--- config.mk ---
export PLATFORM = sky130hd
export DESIGN_NAME = or7_vec_gen
export DESIGN_NICKNAME = d
export VERILOG_FILES = /design/src/rtl/or7_chk_pkg.sv /design/src/rtl/or7_vec_gen.sv
export SDC_FILE = /design/constraint.sdc
export NUM_CORES = 1
export LEC_CHECK = 0
export ABC_AREA = 1
export CAP_MARGIN = 20
export CORE_MARGIN = 4
export CORE_UTILIZATION = 35
export DETAILED_ROUTE_END_ITERATION = 16
export PLACE_DENSITY = 0.67
export SKIP_CTS_REPAIR_TIMING = 1
export SYNTH_ARGS = -nofsm -noshare
export SYNTH_HDL_FRONTEND = slang
export SYNTH_SLANG_ARGS = --single-unit
--- constraint.sdc ---
create_clock -name clk -period 2.8 [get_ports clk]
set_input_delay 0.56 -clock clk [delete_from_list [all_inputs] [get_ports clk]]
set_output_delay 0.56 -clock clk [all_outputs]
set_load 0.02 [all_outputs]
--- src/rtl/or7_chk_pkg.sv ---
// ---------------------------------------------------------------------------
// or7_chk_pkg
// Shared definitions for the OR7 equivalence checker: default widths, the
// checker state type, the LFSR tap positions and the run lengths of the two
// stimulus modes.
// ---------------------------------------------------------------------------
package or7_chk_pkg;

  localparam int unsigned N_IN_DEF  = 7;
  localparam int unsigned N_OUT_DEF = 2;
  localparam int unsigned CNT_W_DEF = 8;

  typedef enum logic [1:0] {
    ST_IDLE = 2'd0,
    ST_RUN  = 2'd1,
    ST_DONE = 2'd2
  } state_t;

  // x^7 + x^6 + 1: feedback is vec[6] ^ vec[5], shifted in at bit 0.
  localparam int unsigned LFSR_TAP_HI = 6;
  localparam int unsigned LFSR_TAP_LO = 5;

  localparam int unsigned EXH_VECTORS  = 128;
  localparam int unsigned LFSR_VECTORS = 127;

endpackage

--- src/rtl/or7_vec_gen.sv ---
// ---------------------------------------------------------------------------
// or7_vec_gen
// Stimulus vector register for the OR7 checker. Loads the start vector
// (0 for exhaustive mode, the seed for LFSR mode), advances it one step per
// compared vector and flags the last vector of the run.
//
// Ports:
//   clk     in   rising-edge clock
//   rst     in   synchronous active-high reset
//   load    in   begin a run: latch mode, load start vector, clear index
//   clear   in   return vector and index to 0 (end of run / abort)
//   advance in   step to the next vector
//   mode    in   0 = exhaustive count, 1 = LFSR (sampled on load only)
//   seed    in   LFSR start value; 0 is replaced by 1
//   vec     out  current vector driving both DUT variants
//   last    out  current vector is the final one of the run
// ---------------------------------------------------------------------------
module or7_vec_gen
  import or7_chk_pkg::*;
#(
  parameter int unsigned N_IN = N_IN_DEF
) (
  input  logic            clk,
  input  logic            rst,
  input  logic            load,
  input  logic            clear,
  input  logic            advance,
  input  logic            mode,
  input  logic [N_IN-1:0] seed,
  output logic [N_IN-1:0] vec,
  output logic            last
);

  localparam int unsigned IDX_W = N_IN + 1;
  localparam logic [IDX_W-1:0] LAST_EXH  = IDX_W'(EXH_VECTORS - 1);
  localparam logic [IDX_W-1:0] LAST_LFSR = IDX_W'(LFSR_VECTORS - 1);
  localparam logic [N_IN-1:0]  ONE       = N_IN'(1);

  logic             run_mode;
  logic [IDX_W-1:0] idx;
  logic [N_IN-1:0]  vec_next;

  always_comb begin
    vec_next = vec + ONE;
    if (run_mode) begin
      vec_next = {vec[N_IN-2:0], vec[LFSR_TAP_HI] ^ vec[LFSR_TAP_LO]};
    end
  end

  // The run length follows the mode latched at load, not the live input.
  assign last = (idx == (run_mode ? LAST_LFSR : LAST_EXH));

  always_ff @(posedge clk) begin
    if (rst) begin
      vec      <= '0;
      idx      <= '0;
      run_mode <= 1'b0;
    end else if (load) begin
      run_mode <= mode;
      idx      <= '0;
      if (!mode) begin
        vec <= '0;
      end else if (seed == '0) begin
        vec <= ONE;
      end else begin
        vec <= seed;
      end
    end else if (clear) begin
      vec <= '0;
      idx <= '0;
    end else if (advance) begin
      vec <= vec_next;
      idx <= idx + IDX_W'(1);
    end
  end

endmodule

==> results of run 1 <==
==> stage by stage <==
step / area (sq um) / util [%] / setup slack, ns / hold slack, ns
CTS: 1240 / 47.8 / 0.504 / 0.469
detailed placement: 1200 / 46.4 / 0.841 / 0.454
floorplan: 986 / - / 1.20 / 0.437
global route: 1240 / 47.8 / 0.378 / 0.532
finish: 1240 / 47.8 / 0.538 / 0.466
global placement: 1200 / 46.4 / 0.873 / 0.451
==> layout make-up <==
class	count	area, sq um
Multi-Input combinational cell	111	547
Sequential cell	16	320
Inverter	26	97.6
Timing Repair Buffer	20	200
Clock buffer	4	36.3
Fill cell	269	1350
Tap cell	30	37.5
==> layer usage <==
metal	GRT usage [%]	share of wire, %
met1	17.2	44
met2	23.1	50
met4	4.02	0.44
met5	0	0
met3	3.98	5.6
==> synthesized netlist by cell type (all sizes together) <==
cell | count | area share, %
xor2 | 1 | 0.89
nand3 | 11 | 5.6
xnor2 | 2 | 1.8
a21oi | 14 | 7.1
inv | 26 | 9.9
nand3b | 1 | 0.76
nor3b | 1 | 0.76
nand4 | 2 | 1.3
nor2 | 28 | 12
dfxtp | 16 | 32
ha | 2 | 2.5
nand2 | 27 | 11
buf | 3 | 2.2
o21bai | 2 | 1.5
a31oi | 1 | 0.63
o21ai | 18 | 9.1
nor3 | 1 | 0.51
==> logic make-up (layout without fill, tap and decap cells) <==
family / Yosys count / count (layout)
compound gates: 35 / 35
xor+xnor: 3 / 3
flops: 16 / 16
fa+ha+maj: 2 / 2
simple gates: 71 / 71
buf+inv: 29 / 50
==> power groups by stage <==
stage	Combinational, mW	Clock, mW	Sequential, mW
final	0.0866	0.154	0.248
after global routing	0.0975	0.178	0.250
after CTS	0.0869	0.162	0.248
after detailed placement	0.0867	0	0.253
after global placement	0.0859	0	0.253
after floorplan	0.0436	0	0.255
==> sequential cells by signal, summed over array words and instances, names as in the netlist <==
name and cells:
idx 8, run_mode 1, vec 7
==> worst paths after layout <==
check,startpoint,to
max,idx[3],last
min,idx[7],idx[7]
max reg2reg,vec[1],vec[6]
min reg2reg,idx[7],idx[7]
==> worst max-delay path, delay by kind of cell (launching register included) <==
family | cells | cell delay [ns]
simple gates | 3 | 0.34
flops | 1 | 0.37
buf+inv | 2 | 0.70
==> reports/metrics.yaml, run 1 <==
floorplanning:
  die_y_microns: 61.1
  rows: 18
  ioPinCount: 21
  start_util_pct: 38.1
  fp.coreArea_sq_um: 2590
  fp.dieW_microns: 61.1
  die_area_sq_um: 3730
sta:
  relSlewSlack_pct: 78.6
  max_freq_mhz: 442
  worstMarginPinSlew_ns: 0.321
  final_max_slew_viol_count: 0
  setup_tns_ns: 0
  finalCriticalPeriod_ns: 2.26
  worst_clock_skew_ns: 0.00948
  hold_violations: 0
  fin_crit_sh_pct: 80.8
  setup_viol: 0
  rsz0062_at_grt: "no"
pwr:
  intPower_mw: 0.356
  ir_drop_v: 0.000292
  finalPower_mw: 0.489
  clkPwrFrac_pct: 31.6
  p_seq_share_pct: 50.7
  power_frac_comb_pct: 17.7
  leakage_nw: 0.522
  power.switching_mw: 0.133
  sw_frac_of_total_pct: 27.1
  power.density_nw_per_um2: 395
grt:
  grt_use_total_pct: 13.8
  grt_overflow_total: 0
  antenna_found_initial: 0
  grt_pass1_vias: 949
  grt_pass1_wl_mm: 3.92
  grt_start_max_net_pins: 14
setup_path:
  end_kind: "primary output"
  crit_chain: "nand2_1, inv_1, nand3_1, nor3_1, clkdlybuf4s50_1"
  crit_fanout: 4
  start_kind: "register"
  critPathKind: "reg -> out"
  reg2reg_slack_ns: 1.49
  arrival_ns: 1.70
  reg2reg_depth: 7
  slowest_delay_ns: 0.63
  critPathRequiredTime_ns: 2.24
  slowest_stage: "clkdlybuf4s50_1"
drt:
  drt-total-wl_mm: 2.26
  drt_iter0_drc: 56
  drc: 0
  ant_nets: 0
  vias_per_cell: 5.03
  dr.pass1.iters: 4
  vias: 1042
  wire_per_inst_microns: 10.9
clocking:
  cts_root_buffer: "clkbuf_4"
  cts_tree: "done"
  worst_skew_pair.late_latency_ns: 0.29
  path_clk_slew_ns: 0.10
  cts_sinks: 16
  htree_levels: 1
  clk_path_buf_depth: 2
  cts_buffers: 3
cells_and_area:
  stdcell_count: 207
  antenna_cells: 0
  mostFrequentLayoutCells: "nand2_1 (26), nor2_1 (25), inv_1 (23)"
  final_common_cell: "nand2_1"
  area_delta_synth_final_pct: 25.6
  fin_nets: 193
  drive_gt1_share_pct: 6.21
logic_synthesis:
  synth_top_family_by_area: "simple AND/OR/NAND/NOR gates"
  ys_seq_elements: 16
  yosys.cell_types.count: 22
  ys_seq_area_share_pct: 32.5
  synth_xor_area_share_pct: 2.66
  yosysWarnings: 0
  synthesis.nets: 171
  syn-instance-count: 156
  yosys.area_share.simple_pct: 31.9
  synth-adder-area-share_pct: 2.54
  avgSynthCellArea_sq_um: 6.32
  syn-cell-area_sq_um: 986
  synthMuxAreaShare_pct: 0
  synth_compound_area_share_pct: 18.4
placed_design:
  dpl.cell_count: 203
  gp_congestion: 0.938
  dp_hpwl_mm: 1.81
  io_buffers: 20
status:
  status: "complete, no violations"
hold_path:
  min_path_cells: 2
  hold_class: "reg -> reg"
flow_run:
  cap_violations: 0
Note: power is estimated with default switching activity, not from simulation.
==> inputs of run 2 (changes only) <==
Settings changed: PLACE_DENSITY 0.67 to 0.69.
Clock period 2.8 ns to 1.9 ns, I/O delays scaled along.
==> reports/metrics.yaml, run 2 (same netlist as run 1, synthesis figures left out) <==
floorplanning:
  die_y_microns: 61.1
  fp.dieW_microns: 61.1
  die_area_sq_um: 3730
  ioPinCount: 21
  rows: 18
  start_util_pct: 38.1
  fp.coreArea_sq_um: 2590
hold_path:
  hold_class: "reg -> reg"
setup_path:
  arrival_ns: 1.39
  crit_chain: "clkdlybuf4s50_1"
  critPathRequiredTime_ns: 1.52
  end_kind: "primary output"
  critPathKind: "reg -> out"
  slowest_stage: "clkdlybuf4s50_1"
  start_kind: "register"
  slowest_delay_ns: 0.64
  path_buf_inv: 1
  cp_top_family: "buffers and inverters"
  crit_fanout: 6
sta:
  fin_crit_sh_pct: 93.0
  rsz0062_at_grt: "no"
  worstMarginPinSlew_ns: 0.324
  final_max_slew_viol_count: 0
  finalCriticalPeriod_ns: 1.77
  fin_ws_ns: 0.132
  worst_clock_skew_ns: 0.0117
  relSlewSlack_pct: 78.4
  max_freq_mhz: 566
  hold_violations: 0
  setup_viol: 0
grt:
  grt_use_total_pct: 14.3
  antenna_found_initial: 0
  grt_overflow_total: 0
  grt_start_max_net_pins: 14
  grt_pass1_wl_mm: 4.02
  grt_pass1_vias: 917
drt:
  ant_nets: 0
  vias: 1020
  wire_per_inst_microns: 11.1
  drc: 0
  drt_iter0_drc: 78
  vias_per_cell: 4.88
  dr.pass1.iters: 4
  drt-total-wl_mm: 2.32
clocking:
  cts_sinks: 16
  htree_levels: 1
  path_clk_slew_ns: 0.10
  cts_root_buffer: "clkbuf_4"
  worst_skew_pair.late_latency_ns: 0.29
  cts_tree: "done"
  cts_buffers: 3
  clk_path_buf_depth: 2
cells_and_area:
  multi_input_area_sq_um: 547
  regMostFlops: "idx"
  area_delta_synth_final_pct: 26.8
  largestRegisters: "idx x8, vec x7, run_mode x1"
  fin_nets: 196
  drive_gt1_share_pct: 7.26
  largest_reg_flops: 8
  fillers: 264
  mostFrequentLayoutCells: "nand2_1 (26), nor2_1 (25), inv_1 (23)"
  antenna_cells: 0
  final-seq-area_sq_um: 320
  final_common_cell: "nand2_1"
flow_run:
  cap_violations: 0
placed_design:
  place_ws_ns: 0.136
  io_buffers: 20
  gp_congestion: 0.814
  dp_hpwl_mm: 1.84
pwr:
  power.density_nw_per_um2: 543
  leakage_nw: 0.549
  ir_drop_v: 0.000308
  finalPower_mw: 0.679
status:
  status: "complete, no violations"
run 2: cell count changes in the layout (fill, tap and decap cells not counted), sizes merged:
cell	previous run	this run
buf	0	3
dlymetal6s2s	0	1
clkbuf	4	3
clkdlybuf4s50	20	19
run 2: layout make-up:
cell class,instances,share of cell area [%]
sequential,16,25.6
multi-input combinational,111,43.7
inverter,26,7.81
clock buffer,3,1.80
tap,30,3.00
timing repair buffer,23,18.0
run 2: worst reg2reg max path, delay by kind of cell, from the launching register on:
kind,cells,cell delay (ns)
simple gates,3,0.26
flops,1,0.44
compound gates,2,0.22
fa+ha+maj,1,0.28
run 2: metal layers:
| layer | GRT usage (%) | part of all wire [%] |
|---|---|---|
| met4 | 5.57 | 0.82 |
| met3 | 1.89 | 3.4 |
| met2 | 23.7 | 49 |
| met5 | 0 | 0 |
| met1 | 18.8 | 47 |
run 2: power breakdown:
group / switching [mW] / leakage (nW) / internal (mW)
Clock: 0.107 / 0.0138 / 0.0736
Sequential: 0.0149 / 0.130 / 0.346
Combinational: 0.0703 / 0.405 / 0.0663
Total: 0.193 / 0.549 / 0.486
run 2: metrics by stage:
step	util, %	hold slack, ns	area [sq um]	cells	setup TNS [ns]
floorplan	-	0.437	986	156	0
CTS	48.2	0.475	1250	209	-0.207
global placement	47.3	0.449	1220	206	0
finish	48.3	0.471	1250	209	0
global route	48.3	0.496	1250	209	0
detailed placement	47.3	0.460	1220	206	0
run 2: final timing paths:
path | to | slack (ns) | cells after the start | start
min | idx[7] | 0.47 | 2 | idx[7]
max reg2reg | vec[4] | 0.60 | 6 | vec[0]
min reg2reg | idx[7] | 0.47 | 2 | idx[7]
max | vec[4] | 0.13 | 1 | vec[4]
